$ cat config.mk
export PLATFORM = sky130hd
export DESIGN_NAME = id_hazard_fwd_unit
export DESIGN_NICKNAME = d
export VERILOG_FILES = /design/src/rtl/mips_pkg.sv /design/src/rtl/id_hazard_fwd_unit_sat_counter.sv /design/src/rtl/id_hazard_fwd_unit.sv
export SDC_FILE = /design/constraint.sdc
export NUM_CORES = 1
export LEC_CHECK = 0
export CORE_UTILIZATION = 42
export CTS_CLUSTER_DIAMETER = 60
export CTS_CLUSTER_SIZE = 12
export DETAILED_ROUTE_END_ITERATION = 16
export DONT_BUFFER_PORTS = 1
export PLACE_DENSITY_LB_ADDON = 0.12
export SLEW_MARGIN = 20
export SYNTH_ARGS = -nofsm -noshare
export SYNTH_HDL_FRONTEND = slang
export SYNTH_SLANG_ARGS = --single-unit
$ cat constraint.sdc
create_clock -name clk -period 3.2 [get_ports clk]
set_input_delay 0.32 -clock clk [delete_from_list [all_inputs] [get_ports clk]]
set_output_delay 0.32 -clock clk [all_outputs]
set_load 0.1 [all_outputs]
$ cat src/rtl/mips_pkg.sv
// Shared decode-stage definitions: forward-select encoding and register-0 constant.
// Latency: n/a (constants and a pure combinational helper).
// Backpressure: n/a.
package mips_pkg;

    localparam logic [1:0] FWD_RF      = 2'b00;
    localparam logic [1:0] FWD_EXE     = 2'b01;
    localparam logic [1:0] FWD_MEM_ALU = 2'b10;
    localparam logic [1:0] FWD_MEM_LD  = 2'b11;

    localparam logic [4:0] REG_ZERO    = 5'd0;

    // Forward select for one source operand. An EXE-stage load never forwards
    // (its data is not ready yet), so that case falls through to the MEM check.
    function automatic logic [1:0] fwd_select(
        input logic       use_src,
        input logic [4:0] src,
        input logic       e_wreg,
        input logic       e_m2reg,
        input logic [4:0] e_rn,
        input logic       m_wreg,
        input logic       m_m2reg,
        input logic [4:0] m_rn
    );
        logic [1:0] sel;
        sel = FWD_RF;
        if (use_src && (src != REG_ZERO)) begin
            if (e_wreg && !e_m2reg && (e_rn == src)) begin
                sel = FWD_EXE;
            end else if (m_wreg && (m_rn == src)) begin
                sel = m_m2reg ? FWD_MEM_LD : FWD_MEM_ALU;
            end
        end
        return sel;
    endfunction

endpackage

$ cat src/rtl/id_hazard_fwd_unit_sat_counter.sv
// Saturating up-counter: increments on inc, sticks at all-ones, never wraps.
// Latency: count reflects inc one clock after it is sampled.
// Backpressure: none; inc is accepted every cycle.
module sat_counter #(
    parameter int W = 32
) (
    input  logic         clk,
    input  logic         rst,
    input  logic         inc,
    output logic [W-1:0] count
);

    localparam logic [W-1:0] ONE = {{(W-1){1'b0}}, 1'b1};

    logic [W-1:0] r_cnt;

    // Count up on inc, holding at the all-ones ceiling.
    always_ff @(posedge clk) begin
        if (rst) begin
            r_cnt <= '0;
        end else if (inc && (r_cnt != '1)) begin
            r_cnt <= r_cnt + ONE;
        end
    end

    assign count = r_cnt;

endmodule

$ cat src/rtl/id_hazard_fwd_unit.sv
// Decode-stage hazard/forwarding control: qa/qb forward selects, PC/IF-ID hold, ID/EXE bubble.
// Latency: all control outputs are combinational (0-cycle) from inputs and the EXE->MEM shadow.
// Backpressure: a load-use hazard holds PC and IF/ID (wpcir=0) for LOAD_STALL_CYCLES cycles.
module id_hazard_fwd_unit
    import mips_pkg::*;
#(
    parameter int LOAD_STALL_CYCLES = 1,
    parameter int CNT_W             = 32
) (
    input  logic             clk,
    input  logic             rst,
    input  logic [4:0]       rs,
    input  logic [4:0]       rt,
    input  logic             use_rs,
    input  logic             use_rt,
    input  logic             ewreg,
    input  logic             em2reg,
    input  logic [4:0]       ern,
    input  logic             flush,
    output logic [1:0]       fwda,
    output logic [1:0]       fwdb,
    output logic             wpcir,
    output logic             bubble,
    output logic [CNT_W-1:0] stall_cnt,
    output logic [CNT_W-1:0] fwd_cnt
);

    // The hz cycle itself is the first held cycle, so the counter covers the rest.
    localparam logic [2:0] STALL_RELOAD = 3'(LOAD_STALL_CYCLES - 1);

    logic       r_mwreg;
    logic       r_mm2reg;
    logic [4:0] r_mrn;
    logic [2:0] r_scnt;

    logic       w_hz;
    logic       w_stall;
    logic [1:0] w_fwda;
    logic [1:0] w_fwdb;
    logic       w_stall_inc;
    logic       w_fwd_inc;

    // EXE->MEM shadow of the destination info; this stage never stalls.
    always_ff @(posedge clk) begin
        if (rst) begin
            r_mwreg  <= 1'b0;
            r_mm2reg <= 1'b0;
            r_mrn    <= REG_ZERO;
        end else begin
            r_mwreg  <= ewreg;
            r_mm2reg <= em2reg;
            r_mrn    <= ern;
        end
    end

    // Load-use detection and forward selects from the EXE outputs and MEM shadow.
    always_comb begin
        w_hz = ewreg && em2reg && (ern != REG_ZERO) &&
               ((use_rs && (ern == rs)) || (use_rt && (ern == rt)));
        w_fwda = fwd_select(use_rs, rs, ewreg, em2reg, ern, r_mwreg, r_mm2reg, r_mrn);
        w_fwdb = fwd_select(use_rt, rt, ewreg, em2reg, ern, r_mwreg, r_mm2reg, r_mrn);
        w_stall = w_hz || (r_scnt != 3'd0);
    end

    // Remaining extra hold cycles; a flush squashes the hazard and any pending hold.
    always_ff @(posedge clk) begin
        if (rst || flush) begin
            r_scnt <= 3'd0;
        end else if (r_scnt != 3'd0) begin
            r_scnt <= r_scnt - 3'd1;
        end else if (w_hz) begin
            r_scnt <= STALL_RELOAD;
        end
    end

    // Output drive; reset forces a quiet, free-running pipeline.
    always_comb begin
        fwda   = rst ? FWD_RF : w_fwda;
        fwdb   = rst ? FWD_RF : w_fwdb;
        wpcir  = rst || flush || !w_stall;
        bubble = !rst && (w_stall || flush);
        w_stall_inc = !wpcir;
        w_fwd_inc   = ((fwda != FWD_RF) || (fwdb != FWD_RF)) && !w_stall;
    end

    sat_counter #(.W(CNT_W)) u_stall_cnt (
        .clk   (clk),
        .rst   (rst),
        .inc   (w_stall_inc),
        .count (stall_cnt)
    );

    sat_counter #(.W(CNT_W)) u_fwd_cnt (
        .clk   (clk),
        .rst   (rst),
        .inc   (w_fwd_inc),
        .count (fwd_cnt)
    );

endmodule

== Word-level counts from Yosys, hierarchy flattened ==
Index checks and enable logic that the tools add are counted.

* Bits in registers: 74
* Input bits: 22
* Output and inout bits: 70
* Word-level logic and storage cells: 59

* $add $sub $neg: 3
* Equal/unequal tests: 6
* Muxes and demuxes: 11
* Reduce and logical (&&, ||, !) cells: 33

{| class="wikitable"
|+ Operator list
! operator !! number
|-
| $add A32 B1 Y32 const B || 2
|-
| $ne A32 B32 Y1 const B || 2
|-
| $eq A5 B5 Y1 || 4
|-
| $logic_and A1 B1 Y1 || 16
|-
| $mux W2 || 8
|-
| $reduce_bool A5 Y1 || 3
|-
| $logic_or A1 B1 Y1 || 6
|-
| $mux W3 || 2
|-
| $reduce_bool A2 Y1 || 3
|-
| $logic_not A1 Y1 || 4
|-
| $reduce_bool A3 Y1 || 1
|-
| $sub A3 B1 Y3 const B || 1
|-
| $mux W1 || 1
|}

== Depth between registers and ports, before layout ==
Gate-level depths: netlist (run 1).

* Depth after elaboration: 10
* Gate-level depth with buffers: 10
* Depth with buffers taken out: 7

== Hierarchy ==
A second synthesis (run 1) with hierarchy kept.

* Cells, all modules: 485
* Area total of the unflattened synthesis: 4091.4 um2

{| class="wikitable"
|+ By module, submodules not included
! module !! times used !! cells an instance !! area each (um2) !! sequential area each (um2)
|-
| sat_counter || 2 || 199 || 1674.1 || 640.6
|-
| id_hazard_fwd_unit || 1 || 87 || 743.2 || 200.2
|}

== Worst setup path before layout (run 1) ==
Ideal clock, no wire load.

* Path type: register -> register
* Start point: reg r_mrn[1]
* End point: reg u_fwd_cnt.r_cnt[24], in the netlist u_fwd_cnt.count[24]
* Setup time: 0.121 ns
* Data arrival time: 4.844 ns
* Data required time: 3.079 ns
* Setup slack: -1.765 ns
* Stages on the path, launching flop included: 8
* Path buffers: 1
* Path through: dfxtp_1 -> xnor2_1 -> nand4_1 -> nor4b_1 -> nor4_4 -> buf_4 -> nor4_1 -> mux2_2

* Longest elaborated chain between the ends: 10

{| class="wikitable"
|+ Ends and longest elaborated chain
! what !! line !! source
|-
| start, declared || id_hazard_fwd_unit.sv:33 || <nowiki>logic [4:0] r_mrn;</nowiki>
|-
| start signal, assigned || id_hazard_fwd_unit.sv:52 || <nowiki>r_mrn <= ern;</nowiki>
|-
| $eq A5 B5 Y1 || mips_pkg.sv:30 || <nowiki>end else if (m_wreg && (m_rn == src)) begin</nowiki>
|-
| $logic_and A1 B1 Y1 || mips_pkg.sv:30 ||
|-
| $mux W2 || mips_pkg.sv:30 ||
|-
| $mux W2 || mips_pkg.sv:28 || <nowiki>if (e_wreg && !e_m2reg && (e_rn == src)) begin</nowiki>
|-
| $mux W2 || mips_pkg.sv:27 || <nowiki>if (use_src && (src != REG_ZERO)) begin</nowiki>
|-
| $mux W2 || id_hazard_fwd_unit.sv:79 || <nowiki>fwdb = rst ? FWD_RF : w_fwdb;</nowiki>
|-
| via fwdb[1] || id_hazard_fwd_unit.sv:21 || <nowiki>output logic [1:0] fwdb,</nowiki>
|-
| $reduce_bool A2 Y1 || id_hazard_fwd_unit.sv:83 || <nowiki>w_fwd_inc = ((fwda != FWD_RF) || (fwdb != FWD_RF)) && !w_stall;</nowiki>
|-
| $logic_or A1 B1 Y1 || id_hazard_fwd_unit.sv:83 ||
|-
| $logic_and A1 B1 Y1 || id_hazard_fwd_unit.sv:83 ||
|-
| $logic_and A1 B1 Y1 || id_hazard_fwd_unit_sat_counter.sv:21 || <nowiki>end else if (inc && (r_cnt != '1)) begin</nowiki>
|-
| end signal, assigned || id_hazard_fwd_unit_sat_counter.sv:22 || <nowiki>r_cnt <= r_cnt + ONE;</nowiki>
|-
| end, declared || id_hazard_fwd_unit_sat_counter.sv:15 || <nowiki>logic [W-1:0] r_cnt;</nowiki>
|}

The timed path passes the listed nets, and every way through them passes these cells.
A chain may end at the register's enable or synchronous reset.

== Final worst setup path (run 1) ==
* Start point: reg r_scnt[0]
* End point: out wpcir

* Longest elaborated chain between the ends: 4

{| class="wikitable"
|+ Ends and longest elaborated chain
! what !! line !! source
|-
| start, declared || id_hazard_fwd_unit.sv:34 || <nowiki>logic [2:0] r_scnt;</nowiki>
|-
| start signal, assigned || id_hazard_fwd_unit.sv:70 || <nowiki>r_scnt <= r_scnt - 3'd1;</nowiki>
|-
| $reduce_bool A3 Y1 || id_hazard_fwd_unit.sv:62 || <nowiki>w_stall = w_hz || (r_scnt != 3'd0);</nowiki>
|-
| $logic_or A1 B1 Y1 || id_hazard_fwd_unit.sv:62 ||
|-
| $logic_not A1 Y1 || id_hazard_fwd_unit.sv:80 || <nowiki>wpcir = rst || flush || !w_stall;</nowiki>
|-
| $logic_or A1 B1 Y1 || id_hazard_fwd_unit.sv:80 ||
|-
| end, declared || id_hazard_fwd_unit.sv:22 || <nowiki>output logic wpcir,</nowiki>
|}

No other way between the ends.

==> results of run 1 <==
==> stage by stage <==
stage                     total power, mW  std cells  setup slack (ns)
after floorplan                     1.020        503            0.1396
after global placement              1.018        670            0.6306
after detailed placement            1.019        670            0.6295
after CTS                           1.732        685            0.7239
after global routing                1.792        685            0.5545
final                               1.709        685            0.7381
==> kinds of logic after synthesis <==
kind of cell	share of synthesized area
DFF	0.3593
buffers and inverters	0.04977
muxes	0.02974
and+or+nand+nor	0.3263
xor gates and xnor gates	0.04461
AOI/OAI and AO/OA	0.1782
adders and majority gates	0.01214
==> flip-flops by register name, summed over array words and instances (netlist names) <==
| register | count |
|---|---|
| r_mwreg | 1 |
| u_fwd_cnt.count | 32 |
| u_stall_cnt.count | 32 |
| r_mm2reg | 1 |
| r_mrn | 5 |
| r_scnt | 3 |
==> final timing paths <==
kind / from / endpoint / slack, ns / cells past startpoint
hold reg to reg: r_scnt[1] / r_scnt[1] / 0.49 / 2
setup reg to reg: u_stall_cnt.count[5] / u_stall_cnt.count[28] / 0.74 / 6
setup / recovery: r_scnt[0] / wpcir / 0.74 / 4
hold / removal: rst / u_fwd_cnt.count[30] / 0.04 / 1
==> worst max-delay path: stages, from the launching register on <==
cell	delay, ns
dfxtp_1	0.33
nor2_1	0.18
ha_1	0.31
a21o_2	0.56
buf_4	0.40
==> power groups by stage <==
stage               registers, mW  clock network (mW)  logic [mW]
floorplan                   0.951                   0      0.0687
global placement            0.950                   0      0.0678
detailed placement          0.950                   0      0.0690
CTS                         0.929               0.734      0.0694
global route                0.929               0.788      0.0753
finish                      0.929               0.711      0.0688
==> placed cells by master (no fill, tap or decap), types with 8 or more instances in the layout <==
cell | netlist | layout
nand3_1 | 34 | 34
or3_1 | 8 | 8
xnor2_1 | 20 | 20
clkbuf_8 | 0 | 10
o31ai_1 | 37 | 36
nor2_1 | 23 | 21
dfxtp_1 | 74 | 74
nor2b_1 | 17 | 17
mux2_2 | 8 | 8
nor3_1 | 10 | 10
a21oi_1 | 47 | 47
nand2_1 | 32 | 32
inv_1 | 10 | 10
o21ai_0 | 10 | 10
and3_1 | 12 | 12
and2_1 | 8 | 8
nand4_1 | 25 | 25
buf_4 | 2 | 74
or4_1 | 40 | 40
==> per-layer routing <==
metal | routed length (um) | global-route usage
met1 | 4932 | 0.2894
met3 | 848 | 0.07212
met4 | 101 | 0.06800
met5 | 0 | 0
met2 | 4876 | 0.3265
==> area by class of cell <==
type	instances	area share
Inverter	10	0.007641
Timing Repair Buffer	75	0.1172
Multi-Input combinational cell	382	0.5031
Clock buffer	12	0.02955
Clock inverter	3	0.008151
Tap cell	129	0.03286
Sequential cell	74	0.3016
==> impl_metrics.tcl, run 1 <==
set metrics [dict create \
    worst_setup_path_start_kind "register" \
    synth_area_leaders "dfxtp_1 (36%), or4_1 (7.3%), o31ai_1 (6.7%)" \
    syn-cell-area_um2 4123 \
    portBuffers 0 \
    clock_sinks 74 \
    finalCriticalPeriod_ns 2.462 \
    switching_share 0.2205 \
    nets 578 \
    hold_viol 0 \
    crit_arrival_ns 2.14 \
    ant_nets 0 \
    synth_warnings 0 \
    fmax_ghz 0.4062 \
    numCtsBuffers 9 \
    skew_ns 0.006504 \
    dpl.hpwl_mm 7.499 \
    post_cts_buffers 0 \
    grt_pass1_vias 3638 \
    slew_viol_final 0 \
    combPwrFrac 0.040 \
    first_pass_iters 5 \
    crit_fanout 38 \
    power_switching_mw 0.3767 \
    final.period_utilization 0.7693 \
    routed_via_density 5.945 \
    power.internal_mw 1.332 \
    leakage_nw 1.692 \
    antenna_found_initial 0 \
    start_util 0.4399 \
    fill_cells 919 \
    core_um2 9371 \
    root_buffer "clkbuf_8" \
    drv_cap 0 \
    die_h_um 101.1 \
    grt_pass1_wl_mm 17.57 \
    multi_input_area_um2 2471 \
    regArea_um2 1481 \
    drt_wl_total_mm 10.76 \
    area_delta_synth_final_pct 19.15 \
    rsz0062_at_grt "no" \
    clock_latency_ns 0.35 \
    holdBufCountCts 0 \
    synth-seq-cells 74 \
    cp-end-kind "output pin" \
    synth_seq_area_share 0.3593 \
    status "completed" \
    die_x_um 101.1 \
    grt_max_degree 77 \
    ios 92 \
    overflow 0 \
    drtIter0Drc 198 \
    setup_viol 0 \
    cts_tree "yes" \
    die_area_um2 10220 \
    route.detailed.drc 0 \
    min_path_type "input port to register" \
    worstSetupPathType "register to output pin" \
    synth_fp_nets 529 \
    final_design_area_no_fill_um2 4912 \
    ys.flop_type "dfxtp_1" \
    postSynth.asyncResetShare 0 \
    cts.htree.levels 3 \
    drive_above_1_share 0.1924 \
    tightestPinTransition_ns 0.6099 \
    ir_worst_vdd_mv 0.1698 \
    syn_avg_cell_area_um2 8.196 \
    synth_cells 503 \
    p_clk_frac 0.416 \
    gp_routability_congestion 0.7774 \
    fin_hold_ws_ns 0.03912 \
    synth_top_area_share 0.3593 \
    yosys.area.top_type "dfxtp_1" \
    row_count 35 \
    slew-limit-headroom 0.5934 \
    grtUsageTotal 0.2162 \
    antenna_cells 0 \
    synth_most_common_cell "dfxtp_1" \
    place_area_um2 4727 \
    synthTopCellsByCount "dfxtp_1 (74), a21oi_1 (47), or4_1 (40), o31ai_1 (37), nand3_1 (34)" \
    synth-edff-count 0 \
    wire_per_inst_um 15.71 \
    synth_cell_types 47 \
    vias 4072 \
    clockBufferDepth 2 \
    cts_resized 0 \
    p_seq_frac 0.544 \
    cp_data_required_time_ns 2.88 \
    p_per_area_nw_per_um2 347.8 \
    finish.utilization 0.5242 \
    path_clk_slew_ns 0.08 \
    finalSetupTns_ns 0 \
]
(Power assumes the default switching activity.)
==> inputs of run 2 (changes only) <==
clock period = 2.14 ns   (was 3.2 ns; I/O delays follow)
==> impl_metrics.tcl, run 2 (synthesis results as in run 1) <==
set metrics [dict create \
    routed_via_density 5.906 \
    numCtsBuffers 9 \
    fmax_ghz 0.4586 \
    area_delta_synth_final_pct 41.00 \
    grt_max_degree 77 \
    p_seq_frac 0.465 \
    die_h_um 101.1 \
    start_util 0.4399 \
    final.period_utilization 1.019 \
    r2r-start "r_mrn[3]" \
    portBuffers 0 \
    drive_above_1_share 0.4043 \
    drtIter0Drc 229 \
    tightestPinTransition_ns 0.5555 \
    status "finished with violations" \
    clock_latency_ns 0.35 \
    final_design_area_no_fill_um2 5813 \
    grt_pass1_vias 4142 \
    antenna_found_initial 0 \
    leakage_nw 2.059 \
    crit_start "r_mrn[3]" \
    worst_setup_path_start_kind "register" \
    worstRegToRegCells 8 \
    holdBufCountCts 7 \
    drv_cap 0 \
    rsz0062_at_grt "yes" \
    gp_routability_congestion 0.8376 \
    nets 627 \
    core_um2 9371 \
    dpl.hpwl_mm 8.180 \
    cp-end-kind "register" \
    hold_viol 46 \
    min_path_type "input port to register" \
    worstSetupPathType "register to register" \
    power_switching_mw 0.6067 \
    overflow 0 \
    path_clk_slew_ns 0.09 \
    ir_worst_vdd_mv 0.3484 \
    fin_hold_ws_ns -0.05411 \
    finish.utilization 0.6203 \
    cts_tree "yes" \
    cts.htree.levels 3 \
    die_area_um2 10220 \
    crit_fanout 29 \
    combPwrFrac 0.046 \
    finalSetupTns_ns -0.2198 \
    endpoint "u_fwd_cnt.count[12]" \
    ios 92 \
    final_cell_mix "buf_4 (104), o31ai_1 (36), nand3_1 (33), a21oi_1 (33), nand2_1 (32)" \
    setup_viol 11 \
    cp_data_required_time_ns 2.43 \
    slew_viol_final 0 \
    root_buffer "clkbuf_8" \
    vias 4341 \
    layout_setup_ws_ns -0.04065 \
    route.detailed.drc 0 \
    holdCritStartpoint "rst" \
    finalCriticalPeriod_ns 2.181 \
    die_x_um 101.1 \
    grt_pass1_wl_mm 19.17 \
    switching_share 0.2074 \
    r2r_end "u_fwd_cnt.count[12]" \
    antenna_cells 0 \
    first_pass_iters 4 \
    drt_wl_total_mm 12.03 \
    total_power_mw 2.925 \
    power.internal_mw 2.318 \
    crit_arrival_ns 2.47 \
    row_count 35 \
    violations "hold timing, setup timing" \
    wire_per_inst_um 16.37 \
    place_area_um2 5244 \
    grtUsageTotal 0.2370 \
    skew_ns 0.01695 \
    final_common_cell "buf_4" \
    slew-limit-headroom 0.6297 \
    r2r_setup_slack_ns -0.04 \
    clockBufferDepth 2 \
    clock_sinks 74 \
    ant_nets 0 \
    p_clk_frac 0.489 \
    p_per_area_nw_per_um2 503.2 \
    fill_cells 862 \
]
==> run 2: cell type report <==
type	instances	area (um^2)	area share
Tap cell	129	161.4	0.02777
Clock inverter	5	127.6	0.02195
Sequential cell	74	1599	0.2751
Inverter	10	37.54	0.006457
Clock buffer	11	131.4	0.02260
Multi-Input combinational cell	384	2730	0.4697
Timing Repair Buffer	122	1026	0.1765
==> run 2: worst min-delay path by stage <==
stage / to / slack, ns / cells past startpoint
final: u_stall_cnt.count[14] / -0.05 / 1
after global routing: u_fwd_cnt.count[17] / -0.11 / 1
after CTS: u_stall_cnt.count[5] / -0.1 / 1
after detailed placement: u_stall_cnt.count[5] / 0.28 / 1
after global placement: u_stall_cnt.count[0] / 0.28 / 1
after floorplan: r_mrn[1] / 0.34 / 1
==> run 2: routing by layer <==
layer / routed length, um / track usage / up-vias
li1: - / - / 2128
met1: 5401 / 0.3064 / 2077
met2: 5732 / 0.3893 / 121
met3: 701 / 0.05340 / 15
met4: 195 / 0.07804 / 0
met5: 0 / 0 / -
==> run 2: stage by stage <==
step                      setup WS, ns  instances
final                         -0.04065        735
after detailed placement       -0.1544        709
after CTS                    -0.007010        733
after global placement        -0.09002        709
after global routing           -0.1057        735
after floorplan                -0.6665        503
==> run 2: worst max-delay path, stage by stage (launching register included) <==
cell and delay [ns]:
dfxtp_2 0.34, xnor2_1 0.14, nand4_1 0.24, nor4b_4 0.44
nor4_4 0.07, buf_12 0.18, buf_4 0.16, or4_4 0.42
a21oi_2 0.12
==> run 2: power groups by stage <==
stage	Combinational, mW	Sequential (mW)	Clock (mW)
after floorplan	0.106	1.40	0
after global placement	0.116	1.39	0
after detailed placement	0.119	1.40	0
after CTS	0.130	1.36	1.45
after global routing	0.145	1.36	1.52
final	0.133	1.36	1.43
==> run 2: what timing repair did <==
| action | CTS | global route |
|---|---|---|
| setup buffers | 0 | 2 |
| endpoints found under the setup margin | 17 | 55 |
| hold endpoints to repair | 53 | 46 |
| gates cloned | 1 | 1 |
| pin swaps | 3 | 9 |
| gates resized for setup | 4 | 49 |
